$ cat src/rtl/trigger_stages.sv
// trigger_stages: parametrised multi-stage serial trigger producing run/capture from a sample stream
module trigger_stages #(
  parameter int WIDTH   = 32,
  parameter int STAGES  = 4,
  parameter int DELAY_W = 16
) (
  input  logic              clock,
  input  logic              reset_n,
  input  logic              arm,
  input  logic              finish_now,
  input  logic              validIn,
  input  logic [WIDTH-1:0]  dataIn,
  input  logic [STAGES-1:0] wrMask,
  input  logic [STAGES-1:0] wrValue,
  input  logic [STAGES-1:0] wrConfig,
  input  logic [WIDTH-1:0]  config_data,
  output logic              run,
  output logic              capture,
  output logic              armed,
  output logic [3:0]        level
);
  typedef enum logic [1:0] {IDLE, ARMED, FIRED} state_t;
  state_t state, state_nx;
  logic [WIDTH-1:0] mask [STAGES];
  logic [WIDTH-1:0] value [STAGES];
  logic [DELAY_W-1:0] dly [STAGES];
  logic [3:0] lvl [STAGES];
  logic [STAGES-1:0] en, st, edg, prev, raw, hit;
  logic [DELAY_W-1:0] cnt, sel_delay;
  logic pending, pend_start, eval, any_hit, sel_start, act, act_start, fire;
  always_ff @(posedge clock or negedge reset_n)
    if (!reset_n) begin
      for (int k = 0; k < STAGES; k++) begin
        mask[k] <= '0;
        value[k] <= '0;
        dly[k] <= '0;
        lvl[k] <= '0;
      end
      en <= '0;
      st <= '0;
      edg <= '0;
    end else begin
      for (int k = 0; k < STAGES; k++) begin
        if (wrMask[k]) mask[k] <= config_data;
        if (wrValue[k]) value[k] <= config_data;
        if (wrConfig[k]) begin
          dly[k] <= config_data[DELAY_W-1:0];
          lvl[k] <= config_data[19:16];
          edg[k] <= config_data[26];
          st[k] <= config_data[27];
          en[k] <= config_data[31];
        end
      end
    end
  // lowest-index hit wins, so scan downward and let lower stages overwrite
  always_comb begin
    raw = '0;
    hit = '0;
    any_hit = 1'b0;
    sel_start = 1'b0;
    sel_delay = '0;
    for (int k = 0; k < STAGES; k++) begin
      raw[k] = ((dataIn ^ value[k]) & mask[k]) == '0;
      hit[k] = en[k] && lvl[k] == level && raw[k] && !(edg[k] && prev[k]);
    end
    for (int k = STAGES - 1; k >= 0; k--)
      if (hit[k]) begin
        any_hit = 1'b1;
        sel_start = st[k];
        sel_delay = dly[k];
      end
  end
  assign eval = state == ARMED && validIn && !arm;
  assign act = eval && (pending ? cnt == DELAY_W'(1) : any_hit && sel_delay == '0);
  assign act_start = pending ? pend_start : sel_start;
  assign fire = state == ARMED && !arm && (finish_now || (act && act_start));
  assign armed = state == ARMED;
  always_comb state_nx = arm ? ARMED : fire ? FIRED : state;
  always_ff @(posedge clock or negedge reset_n)
    if (!reset_n) state <= IDLE;
    else state <= state_nx;
  always_ff @(posedge clock or negedge reset_n)
    if (!reset_n) begin
      run <= 1'b0;
      capture <= 1'b0;
      level <= '0;
      cnt <= '0;
      pending <= 1'b0;
      pend_start <= 1'b0;
      prev <= '0;
    end else begin
      run <= fire;
      capture <= validIn && !arm && state != IDLE;
      if (arm) begin
        level <= '0;
        cnt <= '0;
        pending <= 1'b0;
        prev <= '0;
      end else begin
        if (eval) begin
          prev <= raw;
          if (pending) begin
            cnt <= cnt - 1'b1;
            pending <= cnt != DELAY_W'(1);
          end else if (any_hit && sel_delay != '0) begin
            cnt <= sel_delay;
            pending <= 1'b1;
            pend_start <= sel_start;
          end
        end
        if (act && !fire && level != 4'hf) level <= level + 4'd1;
      end
    end
endmodule
$ cat config.mk
export PLATFORM = sky130hd
export DESIGN_NAME = trigger_stages
export DESIGN_NICKNAME = d
export VERILOG_FILES = /design/src/rtl/trigger_stages.sv
export SDC_FILE = /design/constraint.sdc
export NUM_CORES = 1
export LEC_CHECK = 0
export ABC_AREA = 1
export CORE_MARGIN = 2
export CORE_UTILIZATION = 48
export CTS_CLUSTER_DIAMETER = 80
export DETAILED_ROUTE_END_ITERATION = 16
export PLACE_DENSITY_LB_ADDON = 0.05
export SLEW_MARGIN = 25
export SYNTH_ARGS = -nofsm -noshare
export SYNTH_HDL_FRONTEND = slang
export SYNTH_SLANG_ARGS = --single-unit
$ cat constraint.sdc
create_clock -name clock -period 7.87 [get_ports clock]
set_input_delay 0.787 -clock clock [delete_from_list [all_inputs] [get_ports clock]]
set_output_delay 0.787 -clock clock [all_outputs]
set_load 0.005 [all_outputs]
Word level (Yosys, flattened, before mapping)
Cells that the tools add are included.
{ "op_classes": {"n_addsub": 2, "reduce_logical": 48, "bitwise_logic": 10, "n_eq_ne": 8, "mux": 28} }
{ "ops": {"columns": ["op", "n"], "rows": [
  ["32-bit bitwise AND", 4],
  ["32-bit logical NOT", 4],
  ["16-bit two-way mux", 8],
  ["32-bit XOR", 4],
  ["1-bit logical AND", 28],
  ["16-bit by 1-bit == test with 1-bit output, second input constant", 1],
  ["4-bit == test", 4],
  ["16-bit logical NOT", 1],
  ["4-bit two-way mux", 4],
  ["16-bit by 1-bit inequality test with 1-bit output, second input constant", 1],
  ["16-bit nonzero test", 1],
  ["16-bit by 1-bit subtractor with 16-bit output, second input constant", 1],
  ["1-bit two-way mux", 14],
  ["2-bit nonzero test", 4],
  ["1-bit logical NOT", 6],
  ["4-bit by 1-bit adder with 4-bit output, second input constant", 1],
  ["2-bit two-way mux", 2],
  ["4-bit inequality test, second input constant", 1],
  ["4-bit AND reduction", 1],
  ["3-bit nonzero test", 1],
  ["2-bit by 1-bit == test with 1-bit output, second input constant", 1],
  ["1-bit inverter", 2],
  ["2-bit AND reduction", 1],
  ["1-bit logical OR", 1]
]} }
{ "totals": {"word_cells": 132, "register_bits": 378, "inputBits": 81, "output_inout_bits": 7} }

Depth between registers and ports, before layout
Gate-level depths: netlist of run 1.
{ "logic_depth": {"word_depth": 21, "mapped_depth": 27, "depth_no_buf": 26} }

Worst setup path before layout of run 1
OpenSTA, ideal clock, no wires.
{ "synth_path": {"kind": "input to register", "start": "in dataIn[12]", "end": "reg cnt[10]", "setup_slack_ns": 4.997, "n_path_buf": 2, "t_arrival_ns": 2.739, "setup_time_ns": 0.134, "cell_stages": 22, "t_required_ns": 7.736, "path_cell_list": "inv_1 nand2_1 nand3_1 nand2_1 nor2_1 nand2_1 nor2_4 nand3_4 a21oi_4 buf_6 nand2_1 nand2_1 nand2_1 nand2_1 nor2_1 nand2_2 nor3_2 o21ai_4 inv_6 buf_12 nand2_1 o31ai_1"} }
{ "synth_between": {"elab_chain_cells": 13, "word_cells_on_any_way": 36, "classes_between": "mux (12); bitwise (8); reduce/logical (16)"} }
{ "synth_rtl": {"columns": ["item", "line_no", "source"], "rows": [
  ["from (decl)", "12", "input logic [WIDTH-1:0] dataIn,"],
  ["32-bit XOR", "63", "raw[k] = ((dataIn ^ value[k]) & mask[k]) == '0;"],
  ["32-bit bitwise AND", "63", null],
  ["32-bit logical NOT", "63", null],
  ["1-bit logical AND (2 in a row)", "64", "hit[k] = en[k] && lvl[k] == level && raw[k] && !(edg[k] && prev[k]);"],
  ["16-bit two-way mux (4 in a row)", "67", "if (hit[k]) begin"],
  ["16-bit nonzero test / 16-bit two-way mux (equally long branches)", "105", "end else if (any_hit && sel_delay != '0) begin"],
  ["1-bit logical AND / 16-bit two-way mux (equally long branches)", "105, 102", null],
  ["3-bit nonzero test (no source line) / 16-bit two-way mux (equally long branches)", null, null],
  ["2-bit AND reduction (no source line) / 16-bit two-way mux (equally long branches)", null, null],
  ["to (signal assigned)", "103", "cnt <= cnt - 1'b1;"],
  ["to (signal assigned)", "106", "cnt <= sel_delay;"],
  ["to (decl)", "29", "logic [DELAY_W-1:0] cnt, sel_delay;"]
]} }
Parallel ways exist; a longest one is shown, timed or not. The select of a mux whose other input is x is not followed.
A chain may end at the register's enable or synchronous reset.

Worst setup path after layout of run 1
{ "layout_path": {"start": "in dataIn[10]", "end": "reg level[2]"} }
{ "layout_between": {"elab_chain_cells": 20, "word_cells_on_any_way": 44, "classes_between": "mux (14); bitwise (8); reduce/logical (22)"} }
{ "layout_rtl": {"columns": ["item", "line_no", "source"], "rows": [
  ["32-bit XOR", "63", null],
  ["32-bit bitwise AND", "63", null],
  ["32-bit logical NOT", "63", null],
  ["1-bit logical AND (2 in a row)", "64", null],
  ["16-bit two-way mux (4 in a row)", "67", null],
  ["16-bit logical NOT", "74", "assign act = eval && (pending ? cnt == DELAY_W'(1) : any_hit && sel_delay == '0);"],
  ["1-bit logical AND", "74", null],
  ["1-bit two-way mux", "74", null],
  ["1-bit logical AND", "74", null],
  ["1-bit logical AND", "76", "assign fire = state == ARMED && !arm && (finish_now || (act && act_start));"],
  ["1-bit logical OR", "76", null],
  ["1-bit logical AND", "76", null],
  ["1-bit logical NOT", "111", "if (act && !fire && level != 4'hf) level <= level + 4'd1;"],
  ["1-bit logical AND (*) (2 in a row)", "111", null],
  ["2-bit nonzero test (no source line) (*)", null, null],
  ["to (signal assigned)", "111", null],
  ["to (decl)", "20", "output logic [3:0] level"]
]} }
Mark *: on every way between the ends. The rest lies on a longest branch, timed or not.

==> flow_metrics.py, run 1 <==
metrics = {
    "run_status": {
        "status": "completed",
    },
    "synthesis": {
        "synth_top_family_by_area": "simple AND/OR/NAND/NOR gates",
        "synth_cells": 2245,
        "ys_seq_area_frac": 0.502,
        "ys_warn_count": 0,
        "ys_ff_latch": 378,
        "synth_edf_count": 0,
        "yosys-top-cells-area": "dfrtp_1, nand2_1, mux2_2",
        "ys_types": 47,
        "synth_compound_area_frac": 0.0884,
        "synth-main-ff-cell": "dfrtp_1",
        "yosysTopAreaCell": "dfrtp_1",
        "async_flop_share": 1.00,
        "synthSimpleGateAreaFrac": 0.220,
        "netlist_area_sq_um": 18800,
        "synth_top_cells_by_count": "nand2_1, dfrtp_1, o21ai_0",
        "synth_top_area_frac": 0.502,
        "synth-xor-area-share": 0.00870,
        "synth.most_common_cell": "nand2_1",
        "synthAdderAreaFrac": 0.00199,
        "synth_mux_area_frac": 0.0980,
        "synthesis.nets": 2329,
        "avgSynthCellArea_sq_um": 8.40,
    },
    "floorplanning": {
        "die_width_um": 202,
        "dieArea_sq_um": 40900,
        "initial_core_util": 0.487,
        "core_area_sq_um": 38700,
        "placementRows": 72,
        "io_pins": 88,
        "dieHeight_um": 202,
    },
    "min_path": {
        "min_path_type": "primary input to asynchronous set/reset pin",
    },
    "pwr": {
        "p_comb_frac": 0.127,
        "clkPwrFrac": 0.412,
        "p_switching_mw": 1.29,
        "p_leak_nw": 10.4,
        "cellPowerDensity_nw_per_um2": 224,
        "vdd_drop_max_uv": 129,
        "p_seq_frac": 0.461,
        "p_int_mw": 3.49,
        "swShare": 0.270,
    },
    "routing": {
        "dr.pass1.iters": 7,
        "drc_errors": 0,
        "routed_wl_mm": 51.2,
        "routedWlPerCell_um": 18.1,
        "vias_per_cell": 5.18,
        "drtAntennaViolNets": 0,
        "drt_iter0_drc": 974,
        "via_count": 14700,
    },
    "timing": {
        "period_minus_slack_ns": 4.17,
        "setup_viol": 0,
        "fin_setup_tns_ns": 0,
        "fin_skew_ns": 0.0271,
        "fin_hold_ws_ns": 0.197,
        "worst_pin_slew_ns": 1.05,
        "max_freq_mhz": 240,
        "slew_headroom": 0.299,
        "maxSlewViolCount": 0,
        "rsz0062_at_grt": "false",
        "fin_crit_sh": 0.529,
        "hold_viol": 0,
    },
    "placed_design": {
        "portBuffers": 87,
        "place.gp.congestion": 0.883,
        "place_hpwl_mm": 34.4,
        "dpl-instance-area_sq_um": 20000,
    },
    "global_routing": {
        "gr-total-overflow": 0,
        "grt_pass1_vias": 14800,
        "track_usage": 0.258,
        "grt_first_pass_wirelength_mm": 81.6,
        "grt_max_degree": 156,
        "grt_antenna_before_repair": 3,
    },
    "clock_tree": {
        "clockBufferDepth": 3,
        "h-tree-depth": 2,
        "cts_buffers": 43,
        "tritoncts": "built",
        "root_buffer": "clkbuf_16",
        "hold_buffers": 0,
        "ctsResizeCount": 0,
        "clock-sinks": 378,
        "post_cts_buffers": 0,
        "clkTransAtPathRegs_ns": 0.06,
        "clock_latency_ns": 0.58,
    },
    "cells_and_area": {
        "nets": 2369,
        "syn_to_final_growth_pct": 13.3,
        "finalInstanceArea_sq_um": 21400,
        "drive_gt1_frac": 0.149,
    },
    "critical_path": {
        "crit_type": "primary input to flop",
        "arrival_ns": 4.66,
        "setup.worst_path.end_class": "flop",
        "start_kind": "primary input",
        "required_ns": 8.37,
        "worstPathMaxFanout": 53,
    },
    "job": {
        "drv_cap": 0,
    },
}
==> per-stage QoR <==
stage / setup WS (ns) / utilization / std cells / total power, mW
4_1_cts: 3.74 / 0.551 / 2835 / 4.82
3_3_place_gp: 3.15 / 0.514 / 2756 / 2.83
2_1_floorplan: 5.00 / - / 2245 / 2.58
3_5_place_dp: 3.16 / 0.515 / 2758 / 2.85
5_1_grt: 3.36 / 0.551 / 2837 / 5.00
6_report: 3.70 / 0.551 / 2837 / 4.77
==> layout make-up <==
cell class,instances,area [sq um]
Fill cell,3631,17400
Sequential cell,378,9460
Multi-Input combinational cell,1498,7870
Clock buffer,67,1310
Timing Repair Buffer,102,1000
Inverter,262,995
Tap cell,518,648
Clock inverter,10,75.1
Antenna cell,2,5.00
==> power groups by stage <==
stage                     Clock (mW)  Sequential, mW  Combinational (mW)
after floorplan                    0            2.21               0.372
after global placement             0            2.23               0.597
after detailed placement           0            2.23               0.612
after CTS                       2.01            2.20               0.614
after global routing            2.10            2.22               0.683
final                           1.97            2.20               0.606
==> critical path, cell delays in order <==
cell and delay [ns]:
clkdlybuf4s50_1 0.52, inv_2 0.14, nand2_1 0.06, nand3_1 0.07
nand2_1 0.15, nor2_1 0.28, nand2_1 0.14, nor2_4 0.21
nand3_4 0.46, clkinv_2 0.42, a21oi_1 0.11, nand2_1 0.09
nand2_1 0.07, nand2_1 0.06, nand2_1 0.06, nor2_1 0.11
nand2_1 0.06, nor2_1 0.17, nand4_1 0.11, a21oi_1 0.22
nand3_2 0.12, nand2_1 0.09, nand2_1 0.06, nand2_1 0.06
==> sequential cells by signal, summed over array words and instances (netlist names) <==
register    cells
dly            64
pending         1
cnt            16
capture         1
run             1
mask          128
level           4
state           2
lvl            16
en              4
pend_start      1
prev            4
st              4
value         128
edg             4
==> layout by cell type (no fill, tap or decap), drive strengths merged, types with 2 or more instances in the layout <==
master / instances
nand2: 731
dfrtp: 378
inv: 262
o21ai: 255
mux2: 164
nand3: 156
nor2: 87
clkdlybuf4s50: 78
clkbuf: 67
a21oi: 42
buf: 24
nor3: 12
xor2: 10
clkinv: 9
nand4: 7
xnor2: 7
o211ai: 6
nor4: 5
a31oi: 3
ha: 3
diode: 2
o31ai: 2
==> layer usage <==
| layer | vias to the layer above | track usage | wire (um) |
|---|---|---|---|
| li1 | 7233 | - | - |
| met2 | 287 | 0.428 | 24300 |
| met5 | - | 0 | 12 |
| met4 | 2 | 0.108 | 1980 |
| met1 | 7047 | 0.342 | 22900 |
| met3 | 113 | 0.0342 | 1960 |
==> final timing paths <==
kind                       cells past startpoint  endpoint        from  slack (ns)
hold reg to reg                                1  mask[89]    mask[89]        0.50
setup reg to reg                              23  level[2]   value[42]        4.16
min in group clock                             1  mask[89]    mask[89]        0.50
setup / recovery                              24  level[2]  dataIn[10]        3.70
max in group asynchronous                      2  mask[77]     reset_n        6.27
hold / removal                                 1   dly[25]     reset_n        0.20
==> logic make-up (layout without fill, tap and decap cells) <==
logic type,count (synthesis),count (layout)
other,0,2
muxes,164,164
xor gates and xnor gates,17,17
AOI/OAI and AO/OA,313,313
DFF,378,378
and+or+nand+nor,1001,1001
adders and majority gates,3,3
buffers and inverters,369,441
Power figures use the tool's default switching activity.
==> run 2, diff against run 1 <==
==> constraint.sdc (replaced) <==
create_clock -name clock -period 4.3 [get_ports clock]
set_input_delay 0.43 -clock clock [delete_from_list [all_inputs] [get_ports clock]]
set_output_delay 0.43 -clock clock [all_outputs]
set_load 0.005 [all_outputs]
==> run 2 against run 1 <==
Net effect: global-route usage up 0.090 points; non-clock buffer count up 11; die area unchanged; sequential cell count unchanged; worst setup slack worse by 3.0 ns; critical path type is now flop to flop; highest routed layer is now met4.
==> flow_metrics.py, run 2 (synthesis gave the netlist of run 1 again) <==
metrics = {
    "run_status": {
        "status": "completed",
    },
    "floorplanning": {
        "initial_core_util": 0.487,
        "die_width_um": 202,
        "io_pins": 88,
        "core_area_sq_um": 38700,
        "dieHeight_um": 202,
        "dieArea_sq_um": 40900,
        "placementRows": 72,
    },
    "clock_tree": {
        "hold_buffers": 1,
        "clkTransAtPathRegs_ns": 0.06,
        "h-tree-depth": 2,
        "root_buffer": "clkbuf_16",
        "clock-sinks": 378,
        "ctsResizeCount": 0,
        "cts_buffers": 43,
        "clockBufferDepth": 3,
        "post_cts_buffers": 0,
        "tritoncts": "built",
        "clock_latency_ns": 0.57,
    },
    "global_routing": {
        "track_usage": 0.259,
        "grt_antenna_before_repair": 0,
        "grt_max_degree": 103,
        "grt_first_pass_wirelength_mm": 82.0,
        "gr-total-overflow": 0,
        "grt_pass1_vias": 14500,
    },
    "pwr": {
        "p_leak_nw": 10.5,
        "vdd_drop_max_uv": 278,
        "cellPowerDensity_nw_per_um2": 411,
    },
    "cells_and_area": {
        "antennaDiodeCount": 0,
        "drive_gt1_frac": 0.153,
        "final_common_cell": "nand2_1",
        "biggestRegsByFlops": "mask x128, value x128, dly x64",
        "finalInstanceArea_sq_um": 21500,
        "syn_to_final_growth_pct": 14.0,
        "fill_cells": 3590,
        "nets": 2380,
        "layout_common_cells": "nand2_1, dfrtp_1, o21ai_0",
    },
    "critical_path": {
        "required_ns": 4.75,
        "worstPathCellList": "xnor2_2 > nand3_1 > nor3_1 > nand3_2 > a21oi_4 > nand3_1 > o211ai_1 > o21ai_0 > o21ai_0 > nand3_2 > nand2_2 > nand2_2 > nand3_2 > nand2_1 > nand2_1 > nand2_1",
        "worstPathMaxFanout": 16,
        "arrival_ns": 4.00,
        "setup.worst_path.end_class": "flop",
        "cp_num_buf_inv": 0,
        "cp_top_family": "simple AND/OR/NAND/NOR gates",
        "crit_type": "flop to flop",
        "cp_num_cells": 16,
        "slowest_stage": "dfrtp_1",
        "slowest_delay_ns": 0.66,
        "rr_worst_depth": 16,
        "start_kind": "flop",
    },
    "routing": {
        "routed_wl_mm": 51.6,
        "drc_errors": 0,
        "vias_per_cell": 5.20,
        "via_count": 14800,
        "drtAntennaViolNets": 0,
        "drt_iter0_drc": 985,
        "dr.pass1.iters": 8,
        "routedWlPerCell_um": 18.1,
    },
    "placed_design": {
        "place_hpwl_mm": 36.1,
        "portBuffers": 87,
        "place.gp.congestion": 0.911,
        "dpl-instance-area_sq_um": 20100,
    },
    "timing": {
        "fin_crit_sh": 0.826,
        "rsz0062_at_grt": "false",
        "max_freq_mhz": 282,
        "fin_setup_tns_ns": 0,
        "fin_skew_ns": 0.0206,
        "slew_headroom": 0.263,
        "hold_viol": 0,
        "setup_viol": 0,
        "worst_pin_slew_ns": 1.11,
        "maxSlewViolCount": 0,
        "period_minus_slack_ns": 3.55,
    },
    "job": {
        "drv_cap": 0,
    },
    "min_path": {
        "holdPathStages": 3,
        "min_path_type": "primary input to flop",
    },
}
-- run 2: changes by cell type in the layout (fill, tap and decap cells not counted), sizes merged --
| cell | delta |
|---|---|
| bufinv | +2 |
| clkinvlp | -1 |
| inv | -2 |
| buf | +10 |
| dlygate4sd3 | +1 |
| clkbuf | -1 |
| diode | -2 |
| clkinv | +1 |
-- run 2: layout make-up --
class / count / area, sq um / area share
flip-flops and latches: 378 / 9460 / 0.440
multi-input cells: 1498 / 7870 / 0.366
clock buffers: 66 / 1290 / 0.0602
repair buffers: 113 / 1100 / 0.0511
inverters: 262 / 995 / 0.0463
well taps: 518 / 648 / 0.0302
clock inverters: 10 / 123 / 0.00571
-- run 2: worst register-to-register path, delay by kind of cell (launching register included) --
| kind | cells | cell delay [ns] |
|---|---|---|
| and+or+nand+nor | 11 | 1.67 |
| AOI/OAI and AO/OA | 4 | 0.96 |
| DFF | 1 | 0.66 |
| xor gates and xnor gates | 1 | 0.18 |
-- run 2: worst paths after layout --
path / start / slack (ns) / endpoint
min in group asynchronous: reset_n / 0.51 / dly[20]
max in group asynchronous: reset_n / 2.71 / value[124]
setup reg to reg: level[2] / 0.75 / level[2]
hold reg to reg: st[0] / 0.50 / st[0]
hold / removal: wrValue[3] / 0.32 / value[8]
setup / recovery: level[2] / 0.75 / level[2]
-- run 2: where the power goes --
part | internal (mW) | total, mW | switching (mW)
Combinational | 0.419 | 1.11 | 0.693
Clock | 2.19 | 3.68 | 1.49
Sequential | 3.87 | 4.03 | 0.160
Total | 6.48 | 8.82 | 2.35
-- run 2: metal layers --
metal | GRT usage | wire length [um] | vias to the layer above
li1 | - | - | 7265
met1 | 0.351 | 23300 | 7130
met2 | 0.436 | 24800 | 305
met3 | 0.0311 | 2050 | 95
met4 | 0.0821 | 1460 | 0
met5 | 0 | 0 | -
-- run 2: metrics by stage --
| stage | power (mW) | hold slack [ns] | util | std cells | setup WS [ns] |
|---|---|---|---|---|---|
| floorplan | 4.73 | 0.134 | - | 2245 | 1.73 |
| global placement | 5.19 | 0.486 | 0.517 | 2767 | 0.223 |
| detailed placement | 5.22 | 0.491 | 0.518 | 2768 | 0.209 |
| CTS | 8.91 | 0.314 | 0.555 | 2845 | 0.749 |
| global route | 9.23 | 0.347 | 0.555 | 2845 | 0.387 |
| finish | 8.82 | 0.324 | 0.555 | 2845 | 0.748 |
